===== config.mk =====
export PLATFORM = sky130hd
export DESIGN_NAME = serial_paralelo_param
export DESIGN_NICKNAME = d
export VERILOG_FILES = /design/src/rtl/serial_paralelo_param.sv
export SDC_FILE = /design/constraint.sdc
export NUM_CORES = 1
export LEC_CHECK = 0
export ABC_AREA = 1
export BUFFER_PORTS_ARGS = -buffer_cell sky130_fd_sc_hd__buf_2
export CORE_MARGIN = 2
export CORE_UTILIZATION = 60
export DETAILED_ROUTE_END_ITERATION = 8
export MAX_ROUTING_LAYER = met4
export PLACE_DENSITY = 0.94
export SETUP_SLACK_MARGIN = 0.4
export SLEW_MARGIN = 25
export SYNTH_ARGS = -nofsm -noshare
export SYNTH_HDL_FRONTEND = slang
export SYNTH_SLANG_ARGS = --single-unit

===== constraint.sdc =====
create_clock -name clk_32f -period 3.4 [get_ports clk_32f]
set_input_delay 0.17 -clock clk_32f [delete_from_list [all_inputs] [get_ports clk_32f]]
set_output_delay 0.17 -clock clk_32f [all_outputs]
set_load 0.02 [all_outputs]

===== src/rtl/serial_paralelo_param.sv =====
// Serial-to-parallel receiver: COM search, lock qualification and WIDTH-bit
// deserialisation on the single fast bit clock, with IDL substituted for COM.
// Ports: clk_32f (bit clock), reset (async, active-low), data_in (serial, MSB
// first), active (locked), word_strobe (pulse after each boundary outside
// SEARCH), valid_out (pulse for non-COM words in ACTIVE), data_out (last word),
// data2send (last word with COM replaced by IDL_SYM).
// Optional: define SERIAL_PARALELO_LOSS_OF_LOCK_EN to drop lock after
// MISALIGN_MAX COMs seen off the word boundary while ACTIVE.
module serial_paralelo_param #(
    parameter int               WIDTH        = 8,
    parameter logic [WIDTH-1:0] COM_SYM      = 8'hBC,
    parameter logic [WIDTH-1:0] IDL_SYM      = 8'h7C,
    parameter int               LOCK_COMS    = 4,
    parameter int               MISALIGN_MAX = 4
) (
    input  logic             clk_32f,
    input  logic             reset,
    input  logic             data_in,
    output logic             active,
    output logic             word_strobe,
    output logic             valid_out,
    output logic [WIDTH-1:0] data_out,
    output logic [WIDTH-1:0] data2send
);

    localparam int CW  = $clog2(WIDTH);
    localparam int FW  = $clog2(WIDTH + 1);
    localparam int CMW = $clog2(LOCK_COMS + 1);

    if (WIDTH < 4 || LOCK_COMS < 1 || MISALIGN_MAX < 1) begin : g_param_chk
        $error("serial_paralelo_param: illegal parameter value");
    end

    typedef enum logic [1:0] {
        SEARCH,
        ALIGN,
        ACTIVE
    } state_t;

    state_t           state_q, state_d;
    logic [WIDTH-1:0] sr_q;
    logic [CW-1:0]    bit_q, bit_d;
    logic [FW-1:0]    fill_q, fill_d;
    logic [CMW-1:0]   com_q, com_d, com_inc;
    logic             active_d, strobe_d, valid_d;
    logic [WIDTH-1:0] dout_d, d2s_d;
    logic             sr_full, is_com, at_end, bnd;

`ifdef SERIAL_PARALELO_LOSS_OF_LOCK_EN
    localparam int MSW = $clog2(MISALIGN_MAX + 1);
    logic [MSW-1:0] mis_q, mis_d, mis_inc;
    assign mis_inc = mis_q + MSW'(1);
`endif

    // fill counts fresh bits since reset so that a COM straddling the
    // reset release can never be matched against stale zeros.
    assign sr_full = (fill_q == FW'(WIDTH));
    assign is_com  = sr_full && (sr_q == COM_SYM);
    assign at_end  = (bit_q == CW'(WIDTH - 1));
    assign bnd     = (state_q != SEARCH) && at_end;
    assign com_inc = com_q + CMW'(1);

    always_comb begin
        state_d  = state_q;
        bit_d    = at_end ? '0 : bit_q + CW'(1);
        fill_d   = sr_full ? fill_q : fill_q + FW'(1);
        com_d    = com_q;
        active_d = active;
        strobe_d = 1'b0;
        valid_d  = 1'b0;
        dout_d   = data_out;
        d2s_d    = data2send;
`ifdef SERIAL_PARALELO_LOSS_OF_LOCK_EN
        mis_d    = mis_q;
`endif
        unique case (state_q)
            SEARCH: begin
                if (is_com) begin
                    bit_d = '0;
                    com_d = CMW'(1);
                    if (LOCK_COMS == 1) begin
                        state_d  = ACTIVE;
                        active_d = 1'b1;
                    end else begin
                        state_d = ALIGN;
                    end
                end
            end
            ALIGN: begin
                if (bnd) begin
                    strobe_d = 1'b1;
                    if (is_com) begin
                        com_d = com_inc;
                        if (com_inc == CMW'(LOCK_COMS)) begin
                            state_d  = ACTIVE;
                            active_d = 1'b1;
                        end
                    end else begin
                        state_d = SEARCH;
                        com_d   = '0;
                    end
                end
            end
            ACTIVE: begin
                if (bnd) begin
                    strobe_d = 1'b1;
                    dout_d   = sr_q;
                    if (is_com) begin
                        d2s_d = IDL_SYM;
                    end else begin
                        d2s_d   = sr_q;
                        valid_d = 1'b1;
                    end
                end
`ifdef SERIAL_PARALELO_LOSS_OF_LOCK_EN
                if (bnd && is_com) begin
                    mis_d = '0;
                end else if (is_com) begin
                    if (mis_inc == MSW'(MISALIGN_MAX)) begin
                        state_d  = SEARCH;
                        active_d = 1'b0;
                        mis_d    = '0;
                        com_d    = '0;
                    end else begin
                        mis_d = mis_inc;
                    end
                end
`endif
            end
            default: begin
                state_d = SEARCH;
            end
        endcase
    end

    always_ff @(posedge clk_32f or negedge reset) begin
        if (!reset) begin
            state_q     <= SEARCH;
            sr_q        <= '0;
            bit_q       <= '0;
            fill_q      <= '0;
            com_q       <= '0;
            active      <= 1'b0;
            word_strobe <= 1'b0;
            valid_out   <= 1'b0;
            data_out    <= '0;
            data2send   <= '0;
        end else begin
            state_q     <= state_d;
            sr_q        <= {sr_q[WIDTH-2:0], data_in};
            bit_q       <= bit_d;
            fill_q      <= fill_d;
            com_q       <= com_d;
            active      <= active_d;
            word_strobe <= strobe_d;
            valid_out   <= valid_d;
            data_out    <= dout_d;
            data2send   <= d2s_d;
        end
    end

`ifdef SERIAL_PARALELO_LOSS_OF_LOCK_EN
    always_ff @(posedge clk_32f or negedge reset) begin
        if (!reset) begin
            mis_q <= '0;
        end else begin
            mis_q <= mis_d;
        end
    end
`endif

endmodule


# [Word level (Yosys, flattened, before mapping)]
# Cells that the tools add are included.
[totals] out_inout_bits=19 elab_cells=51 inputBits=3 ff_bits=39
[classes] reduce_logical=10 bitwise_logic=1 n_mux=18 eq_ne=9 n_addsub=3
[op_table] operator="$mux W3" n=6
[op_table] operator="$eq A8 B8 Y1 const B" n=1
[op_table] operator="$mux W2" n=4
[op_table] operator="$mux W8" n=1
[op_table] operator="$reduce_and A4 Y1" n=2
[op_table] operator="$add A3 B1 Y3 const B" n=2
[op_table] operator="$eq A3 B3 Y1 const B" n=2
[op_table] operator="$pmux W2 S3" n=1
[op_table] operator="$pmux W3 S2" n=1
[op_table] operator="$mux W1" n=5
[op_table] operator="$add A4 B1 Y4 const B" n=1
[op_table] operator="$eq A4 B4 Y1 const B" n=1
[op_table] operator="$ne A2 B2 Y1 const B" n=2
[op_table] operator="$reduce_bool A2 Y1" n=2
[op_table] operator="$ne A3 B3 Y1 const B" n=1
[op_table] operator="$reduce_and A3 Y1" n=1
[op_table] operator="$eq A2 B1 Y1 const B" n=1
[op_table] operator="$eq A2 B2 Y1 const B" n=1
[op_table] operator="$logic_and A1 B1 Y1" n=2
[op_table] operator="$logic_not A2 Y1" n=1
[op_table] operator="$reduce_and A2 Y1" n=1
[op_table] operator="$reduce_or A2 Y1" n=1
[op_table] operator="$not A1 Y1" n=1

# [Longest topological paths before layout]
# Gate-level depths: netlist of the first run.
[logic_depth] word_depth=6 depth_mapped=10 ltp_nobuf=10

# [Worst setup path after synthesis of the first run]
# OpenSTA, ideal clock, no wires.
[synth_timing] path_kind="register to register" from="reg state_q[0]" to="reg data2send[6]" path_stages_with_launch=11 setup_ns=0.128 slack_ns=2.023 synth_period_minus_slack_ns=1.377 t_arrival_ns=1.249 path_buffers=0 required_ns=3.272 cell_sequence="dfrtp_1 inv_1 ha_1 inv_2 nand2_2 inv_4 nand2_8 inv_4 nand2_1 o21ai_1 o21ai_0"
[synth_via] elab_chain_len=3 elab_cells_between_ends=4 cone_classes="eq/ne: 1; reduce/logical: 3"
[synth_rtl] element="start: declaration" line="40" text="state_t state_q, state_d;"
[synth_rtl] element="start signal: assignment" line="149" text="state_q <= state_d;"
[synth_rtl] element="$reduce_bool A2 Y1" line="60" text="assign bnd = (state_q != SEARCH) && at_end;"
[synth_rtl] element="$logic_and A1 B1 Y1" line="60"
[synth_rtl] element="$reduce_and A2 Y1 (no source line) (*)"
[synth_rtl] element="end signal: assignment" line="158" text="data2send <= d2s_d;"
[synth_rtl] element="end: declaration" line="23" text="output logic [WIDTH-1:0] data2send"
# Mark *: on every way between the ends. The rest lies on a longest branch, timed or not.
# A chain may end at the register's enable or synchronous reset.

# [Worst setup path in the final report of the first run]
# Same ends and word-level chain as after synthesis.

==> summary.txt, run 1 <==
outcome -> finished clean
Synth area leaders -> dfrtp_1 (58%), nand2_1 (14%), ha_1 (6.7%)
HP Start -> sr_q[6]
post-CTS sizing -> 0
Pre-Repair DR Iteration Count -> 6
FF-to-FF setup slack -> 1.83 ns
CP endpoint -> data2send[6]
CP required -> 3.62 ns
Setup Skew -> 0.00569 ns
largest net degree at the start of global routing -> 40
CTS clock-pin slew for the worst setup and hold paths -> 0.12 ns
H-tree lvl count -> 2
final setup fails -> 0
Setup crit end kind -> register
Die W -> 56.9 um
vias -> 1161
Avg WL per Cell -> 12.5 um
DRC Markers -> 0
critical path fanouts, max -> 18
post-layout power -> 0.919 mW
Max-Cap Viols -> 0
FF+latch count, synth -> 39
layout cells sized above 1 -> 23.1%
Seq/Total Area, Yosys -> 58.0%
fin crit period -> 1.57 ns
first-pass GRT wire length -> 5030 um
Slew @ Worst Pin -> 0.836 ns
Clock Path Buffers -> 2
maximum vdd drop -> 0.592 mV
worst hold path type -> register to register
R2R depth -> 10
Placer Congestion -> 0.835
nets -> 210
pwr dens -> 480 mW/mm2
setup_tns -> 0 ns
root buffer cell -> clkbuf_4
Post-Syn Instances -> 169
Setup crit start -> state_q[0]
Max Slew Vio Count -> 0
CTS tree -> done
dominant cell type by area after synthesis -> dfrtp_1
core footprint -> 0.00271 mm2
Die Y -> 56.9 um
Avg Vias per Cell -> 5.05
grt total ovfl -> 0
leakage -> 1.09 nW
Area growth, synth to finish -> 13.9%
RSZ-0062 raised after global routing -> no
clk sink count -> 39
antenna cells -> 0
final HPWL from detailed placement -> 2140 um
syn_area_per_cell -> 9.95 um2
1st-iter DRT viols -> 32
Critical Path AT -> 1.79 ns
Die ar. -> 0.00324 mm2
Max Fclk -> 636 MHz
Slew HR -> 44.3%
post-synth cell types -> 24
reg-to-reg startpoint -> state_q[0]
antenna-violating nets left -> 0
Setup CP Type -> register to register
row cnt -> 19
RR Endpoint -> data2send[6]
Port Buf Inserts -> 21
Total GRT Usage -> 21.1%
Synth Net Count -> 181
I/O pin count -> 22
Final period util -> 46.2%
vias in the first global route -> 1135
clk_lat worst skew -> 0.33 ns
Ys Warns -> 0
cell area after synthesis -> 0.00168 mm2
Post-Route WL -> 2860 um
initial antenna violation count -> 0
startpoint types -> register
TritonCTS Buffers -> 5
Final Hold Fails -> 0
Synth top area share -> 58.0%
Initial Util -> 62.0%
==> kinds of logic (layout without fill, tap and decap cells) <==
kind of cell / after synthesis / count (layout) / share of synthesized area, %
buffers and inverters: 25 / 55 / 6.40
XOR/XNOR: 3 / 3 / 1.56
flip-flops: 39 / 39 / 58.0
adder cells (fa/ha/maj): 9 / 9 / 6.70
AO/OA/AOI/OAI: 9 / 9 / 3.35
AND/OR/NAND/NOR: 84 / 84 / 24.0
==> final cells by class <==
class                      count  area [um2]
fill                         204         795
clock buffer                   5        37.5
inverter                      24        96.3
tap                           31        38.8
sequential                    39         976
timing repair buffer          23         125
multi-input combinational    105         598
clock inverter                 3        43.8
==> metrics by stage <==
step | area [um2] | std cells | hold WS, ns | util [%] | worst slack, ns
6_report | 1920 | 230 | 0.408 | 70.7 | 1.83
5_1_grt | 1920 | 230 | 0.420 | 70.7 | 1.69
4_1_cts | 1920 | 230 | 0.409 | 70.7 | 1.81
3_5_place_dp | 1810 | 220 | 0.280 | 66.9 | 1.82
3_3_place_gp | 1810 | 220 | 0.278 | 66.9 | 1.94
2_1_floorplan | 1680 | 169 | -0.126 | - | 2.02
==> cells in the mapped netlist <==
| cell type | instances |
|---|---|
| nand2_2 | 1 |
| inv_2 | 5 |
| a21oi_1 | 1 |
| nor2_2 | 1 |
| nor3b_2 | 1 |
| nand3_4 | 2 |
| a21oi_4 | 1 |
| xor2_1 | 1 |
| nand2_8 | 1 |
| ha_1 | 9 |
| clkinv_2 | 1 |
| nor2_1 | 4 |
| nand2_1 | 63 |
| dfrtp_1 | 39 |
| nand3_1 | 5 |
| o21ai_0 | 4 |
| o21ai_1 | 3 |
| nor3_1 | 1 |
| buf_6 | 1 |
| inv_4 | 2 |
| nand4_1 | 3 |
| inv_1 | 16 |
| nor2_4 | 2 |
| xnor2_1 | 2 |
==> worst min path at each step <==
| stage | endpoint | cells after the start | slack (ns) |
|---|---|---|---|
| finish | sr_q[7] | 0 | 0.41 |
| global route | sr_q[7] | 0 | 0.42 |
| CTS | sr_q[7] | 0 | 0.41 |
| detailed placement | sr_q[0] | 1 | 0.28 |
| global placement | sr_q[0] | 1 | 0.28 |
| floorplan | active | 0 | -0.13 |
==> metal layers <==
metal / GRT usage, % / wire, um / vias to the layer above
li1: - / - / 575
met1: 26.6 / 1280 / 554
met2: 32.7 / 1440 / 28
met3: 6.12 / 107 / 4
met4: 8.31 / 36 / 0
met5: - / 0 / -
==> report_power, final <==
group / switching [mW] / total (mW) / internal [mW]
sequential: 0.0177 / 0.510 / 0.492
clock: 0.148 / 0.303 / 0.155
combinational: 0.0663 / 0.106 / 0.0395
==> cell usage in the layout, fill, tap and decap left out, types with 3 or more instances in the layout <==
cell type / synthesis / final
o21ai_1: 3 / 3
inv_2: 5 / 5
nand2_1: 63 / 63
inv_1: 16 / 16
nand4_1: 3 / 3
dfrtp_1: 39 / 39
o21ai_0: 4 / 4
nand3_1: 5 / 5
ha_1: 9 / 9
clkbuf_4: 0 / 5
nor2_1: 4 / 4
buf_2: 0 / 21
==> flip-flops by register name, indices dropped and copies added (netlist names) <==
signal,count
active,1
bit_q,3
com_q,3
data2send,8
data_out,8
fill_q,4
sr_q,8
state_q,2
valid_out,1
word_strobe,1
==> critical path, cell delays in order (launching register included) <==
cell     delay (ns)
dfrtp_1        0.40
inv_1          0.07
ha_1           0.28
inv_2          0.09
nand2_2        0.08
inv_4          0.09
nand2_8        0.10
inv_4          0.12
nand2_1        0.08
o21ai_1        0.07
o21ai_0        0.09
==> timing repair <==
item | 4_1_cts | 5_1_grt
setup buffers | 0 | 0
hold endpoints to repair | 40 | 0
hold buffers | 2 | 0
Power figures use the tool's default switching activity.
==> run 2: changes to the inputs <==
--- a/config.mk
+++ b/config.mk
@@ -8,10 +8,10 @@
 export ABC_AREA = 1
 export BUFFER_PORTS_ARGS = -buffer_cell sky130_fd_sc_hd__buf_2
 export CORE_MARGIN = 2
-export CORE_UTILIZATION = 60
+export CORE_UTILIZATION = 50
 export DETAILED_ROUTE_END_ITERATION = 8
 export MAX_ROUTING_LAYER = met4
-export PLACE_DENSITY = 0.94
+export PLACE_DENSITY = 0.85
 export SETUP_SLACK_MARGIN = 0.4
 export SLEW_MARGIN = 25
 export SYNTH_ARGS = -nofsm -noshare
==> constraint.sdc (replaced) <==
create_clock -name clk_32f -period 1.3 [get_ports clk_32f]
set_input_delay 0.065 -clock clk_32f [delete_from_list [all_inputs] [get_ports clk_32f]]
set_output_delay 0.065 -clock clk_32f [all_outputs]
set_load 0.02 [all_outputs]
==> summary.txt, run 2 (same netlist as run 1, synthesis figures left out) <==
outcome -> finished with violations
failing checks -> negative setup slack
clock network fraction of total power -> 26.7% (-6.3 points)
fin crit period -> 1.43 ns (-0.138 ns)
first-pass GRT wire length -> 6340 um (+26%)
Clock Path Buffers -> 2 (unchanged)
maximum vdd drop -> 0.876 mV (+48%)
worst hold path type -> primary input to asynchronous set/reset pin
RSZ-0062 raised after global routing -> yes
antenna-violating nets left -> 0 (unchanged)
Avg WL per Cell -> 18.1 um (+45%)
Psw -> 0.739 mW (+220%)
Final Hold Fails -> 0 (unchanged)
most frequent cells in the layout -> dfrtp_1 (39), buf_4 (37), nand2_2 (27), nand2_1 (25), buf_6 (24)
Setup CP Type -> register to register
pwr dens -> 914 mW/mm2 (+91%)
Die Y -> 62.0 um (+8.9%)
register area -> 976 um2 (unchanged)
Max-Cap Viols -> 0 (unchanged)
row cnt -> 21 (+2)
grt total ovfl -> 0 (unchanged)
post-layout power -> 2.45 mW (+170%)
CTS clock-pin slew for the worst setup and hold paths -> 0.13 ns (about the same)
TritonCTS Buffers -> 5 (unchanged)
Setup crit end kind -> register
Port Buf Inserts -> 21 (unchanged)
Total GRT Usage -> 24.8% (+3.7 points)
H-tree lvl count -> 2 (unchanged)
Slew HR -> 68.1% (+24 points)
internal power -> 1.71 mW (+150%)
startpoint types -> register
Area growth, synth to finish -> 59.4%
Critical Path AT -> 1.70 ns (-0.09 ns)
reg-to-reg startpoint -> bit_q[0]
R2R depth -> 8 (-2)
DRC Markers -> 0 (unchanged)
initial antenna violation count -> 0 (unchanged)
Final period util -> 110% (+64 points)
largest net degree at the start of global routing -> 40 (unchanged)
Sequential Power Share -> 55.2% (-0.3 points)
I/O pin count -> 22 (unchanged)
RR Endpoint -> data2send[6]
CTS tree -> done
FF-to-FF setup slack -> -0.13 ns (-1.96 ns)
Hold WS -> 0.287 ns (-0.121 ns)
Die W -> 62.0 um (+8.9%)
fin util -> 81.6% (+11 points)
final HPWL from detailed placement -> 2300 um (+7.4%)
placed cells -> 251 (+14%)
vias in the first global route -> 1387 (+22%)
Avg Vias per Cell -> 5.04 (about the same)
layout cells sized above 1 -> 61.5% (+38 points)
CP required -> 1.57 ns (-2.05 ns)
Final WS setup -> -0.135 ns (-1.96 ns)
nets -> 255 (+21%)
clk sink count -> 39 (unchanged)
Die ar. -> 0.00384 mm2 (+19%)
largest registers -> data2send (8), data_out (8), sr_q (8)
Comb power frac -> 18.1% (+6.6 points)
root buffer cell -> clkbuf_4
leakage -> 1.42 nW (+30%)
antenna cells -> 0 (unchanged)
critical path fanouts, max -> 5 (-13)
multi-input logic area -> 856 um2 (+43%)
clk_lat worst skew -> 0.36 ns (+0.03 ns)
Placer Congestion -> 0.869 (+4.1%)
Net Sw Frac -> 30.2% (+4.9 points)
most common cell after layout, fill and taps aside -> dfrtp_1
final setup fails -> 28 (+28)
Setup Skew -> 0.0152 ns (+0.00953 ns)
Max Fclk -> 697 MHz (+9.6%)
Post-Route WL -> 5250 um (+83%)
# fillers -> 171 (-16%)
Initial Util -> 51.2% (-11 points)
Pre-Repair DR Iteration Count -> 4 (-2)
core footprint -> 0.00328 mm2 (+21%)
Max Slew Vio Count -> 0 (unchanged)
1st-iter DRT viols -> 98 (+210%)
final cell count without fillers -> 290 (+26%)
vias -> 1463 (+26%)
Slew @ Worst Pin -> 0.478 ns (-0.358 ns)
## run 2: worst max-delay path by stage
| stage | from | to | slack [ns] | depth (start not counted) |
|---|---|---|---|---|
| global route | fill_q[0] | state_q[1] | -0.22 | 9 |
| detailed placement | fill_q[1] | com_q[0] | -0.09 | 9 |
| CTS | fill_q[0] | com_q[0] | -0.09 | 9 |
| finish | bit_q[0] | data2send[6] | -0.13 | 8 |
| global placement | fill_q[1] | com_q[1] | -0.02 | 9 |
| floorplan | fill_q[0] | com_q[0] | -0.03 | 9 |
## run 2: final cells by class
cell class	count	area share [%]
Clock inverter	3	0.747
Sequential cell	39	36.4
Timing Repair inverter	1	0.420
Clock buffer	5	1.40
Multi-Input combinational cell	105	31.9
Timing Repair Buffer	67	22.9
Inverter	24	4.11
Tap cell	46	2.15
## run 2: power by group through the flow
stage                     Clock [mW]  Sequential, mW  Combinational, mW
after detailed placement           0            1.37              0.382
after CTS                      0.637            1.35              0.400
after global placement             0            1.36              0.362
final                          0.654            1.35              0.444
after global routing           0.708            1.36              0.500
after floorplan                    0            1.36              0.255
## run 2: repair_timing
action | in CTS | in global routing
setup buffers | 18 | 9
hold buffers | 2 | 0
endpoints found under the hold margin | 40 | 0
cloned | 1 | 1
gates resized for setup | 65 | 47
pin swaps | 15 | 17
endpoints found under the setup margin | 49 | 49
## run 2: stage by stage
| step | area (um2) | setup WS [ns] | TNS, ns |
|---|---|---|---|
| CTS | 2420 | -0.0902 | -0.566 |
| floorplan | 1740 | -0.0316 | -0.0627 |
| detailed placement | 2010 | -0.0911 | -0.444 |
| finish | 2680 | -0.135 | -2.42 |
| global route | 2680 | -0.222 | -3.51 |
| global placement | 2010 | -0.0188 | -0.0430 |
## run 2: worst max-delay path: stages, from the launching register on
cell and delay, ns:
dfrtp_1 0.42, ha_2 0.19, ha_4 0.17, nand2_4 0.10, inv_4 0.06, nand2_8 0.10
clkinv_8 0.09, o21ai_2 0.14, o21ai_2 0.07
## run 2: metal layers
layer,global-route usage (%),vias up,wire length (um)
met5,-,-,0
met4,12.8,0,229
met3,6.42,19,254
met2,42.9,55,2950
met1,25.8,724,1820
li1,-,665,-
==> run 3: changes to the inputs <==
--- a/config.mk
+++ b/config.mk
@@ -12,6 +12,7 @@
 export DETAILED_ROUTE_END_ITERATION = 8
 export MAX_ROUTING_LAYER = met4
 export PLACE_DENSITY = 0.85
+export REMOVE_ABC_BUFFERS = 1
 export SETUP_SLACK_MARGIN = 0.4
 export SLEW_MARGIN = 25
 export SYNTH_ARGS = -nofsm -noshare
==> summary.txt, run 3 (same netlist as run 1, synthesis figures left out) <==
Setup Skew -> 0.00626 ns (-0.00895 ns)
reg-to-reg startpoint -> fill_q[1]
startpoint types -> register
CP endpoint -> fill_q[0]
H-tree lvl count -> 2 (unchanged)
CP max stage delay -> 0.41 ns (about the same)
row cnt -> 21 (unchanged)
most frequent cells in the layout -> dfrtp_1 (38), buf_4 (38), nand2_1 (29), nand2_2 (24), buf_6 (24)
vias in the first global route -> 1320 (-4.8%)
root buffer cell -> clkbuf_4
Area growth, synth to finish -> 61.2%
FF-to-FF setup slack -> -0.11 ns (+0.02 ns)
Slew @ Worst Pin -> 0.483 ns (+0.00539 ns)
fin util -> 82.6% (+0.91 points)
core footprint -> 0.00328 mm2 (unchanged)
initial antenna violation count -> 0 (unchanged)
Die W -> 62.0 um (unchanged)
post-place instance area -> 0.00196 mm2 (-2.7%)
RR Endpoint -> fill_q[0]
final HPWL from detailed placement -> 2160 um (-5.9%)
Avg WL per Cell -> 16.2 um (-10%)
crit path cell chain -> inv_2 > ha_4 > nand3_4 > buf_4 > buf_4 > buf_4 > xor2_1
Initial Util -> 51.2% (unchanged)
Setup crit end kind -> register
Slew HR -> 67.8% (-0.36 points)
CTS tree -> done
1st-iter DRT viols -> 60 (-39%)
Final period util -> 109% (-1.8 points)
leakage -> 1.38 nW (-3.2%)
critical path fanouts, max -> 3 (-2)
Setup crit start -> fill_q[1]
total buffers and inverters traversed by the critical path -> 4 (+2)
Die Y -> 62.0 um (unchanged)
Post-Route WL -> 4690 um (-11%)
post-layout power -> 2.51 mW (+2.4%)
antenna-violating nets left -> 0 (unchanged)
outcome -> finished with violations
first-pass GRT wire length -> 6220 um (-2.0%)
layout cells sized above 1 -> 58.8% (-2.6 points)
Pre-Repair DR Iteration Count -> 5 (+1)
clk sink count -> 39 (unchanged)
Setup CP Type -> register to register
pwr dens -> 925 mW/mm2 (+1.3%)
Die ar. -> 0.00384 mm2 (unchanged)
Max Fclk -> 709 MHz (+1.7%)
I/O pin count -> 22 (unchanged)
CP required -> 1.55 ns (-0.02 ns)
RSZ-0062 raised after global routing -> yes
nets -> 256 (+0.39%)
Avg Vias per Cell -> 5.03 (-0.34%)
grt total ovfl -> 0 (unchanged)
maximum vdd drop -> 0.940 mV (+7.3%)
Slowest cell on crit path -> dfrtp_1
critical path depth -> 7 (-1)
vias -> 1453 (-0.68%)
Clock Path Buffers -> 2 (unchanged)
Final Hold Fails -> 0 (unchanged)
DRC Markers -> 0 (unchanged)
Max Slew Vio Count -> 0 (unchanged)
CTS clock-pin slew for the worst setup and hold paths -> 0.11 ns (-0.02 ns)
worst hold path type -> primary input to asynchronous set/reset pin
final setup fails -> 27 (-3.6%)
Final Cell Area -> 0.00271 mm2 (+1.1%)
Placer Congestion -> 0.913 (+5.1%)
CP dominant cell by count -> buf_4
largest registers -> data2send (8), data_out (8), sr_q (8)
largest net degree at the start of global routing -> 40 (unchanged)
antenna cells -> 0 (unchanged)
fin crit period -> 1.41 ns (-0.0237 ns)
clk_lat worst skew -> 0.33 ns (-0.03 ns)
Total GRT Usage -> 24.0% (-0.79 points)
Max-Cap Viols -> 0 (unchanged)
Critical Path AT -> 1.66 ns (-0.04 ns)
Place WS -> -0.125 ns (-0.0341 ns)
Port Buf Inserts -> 21 (unchanged)
Top delay family on crit path -> buffers and inverters
TritonCTS Buffers -> 5 (unchanged)
R2R depth -> 7 (-1)
failing checks -> negative setup slack
Final WS setup -> -0.111 ns (+0.0237 ns)
run 3: worst reg2reg max path, delay by kind of cell (launching register included):
kind	cells	cell delay (ns)
xor gates and xnor gates	1	0.19
adders and majority gates	1	0.14
buffers and inverters	4	0.50
DFF	1	0.41
and+or+nand+nor	1	0.09
run 3: how the worst min path moves through the flow:
stage	start	to	slack (ns)	cells after the start
3_5_place_dp	reset	data_out[6]	0.14	2
2_1_floorplan	reset	active	-0.23	0
3_3_place_gp	reset	data2send[4]	0.14	2
4_1_cts	reset	data2send[6]	0.31	3
6_report	reset	sr_q[5]	0.30	3
5_1_grt	reset	data_out[4]	0.37	3
run 3: per-layer routing:
metal  up-vias  share of wire (%)  track usage, %
li1        670                  -               -
met4         0                1.9            6.38
met2        61                 55            37.8
met3        10                4.2            7.04
met5         -                  0               -
met1       712                 39            30.6
run 3: area by class of cell:
type	count	area, um2
repair buffers	69	646
flip-flops and latches	39	977
multi-input cells	105	880
inverters	24	110
clock buffers	6	41.3
fillers	154	573
well taps	46	57.6
run 3: timing repair:
action	CTS	global route
endpoints found under the hold margin	40	0
buffers inserted	16	14
cloned	0	1
endpoints found under the setup margin	49	50
pin swaps	19	13
hold buffers	2	0
gates resized for setup	79	49
run 3: report_power, final:
part | leakage (nW) | switching, mW | total [mW] | internal, mW
clock network | 0.0242 | 0.367 | 0.560 | 0.193
registers | 0.509 | 0.0628 | 1.35 | 1.29
logic | 0.844 | 0.296 | 0.599 | 0.302
run 3: metrics by stage:
step,cells,hold WS (ns),setup TNS [ns]
floorplan,168,-0.231,-0.545
global placement,250,0.142,-0.469
finish,289,0.299,-1.11
detailed placement,250,0.138,-1.90
CTS,274,0.312,-0.154
global route,289,0.370,-3.01
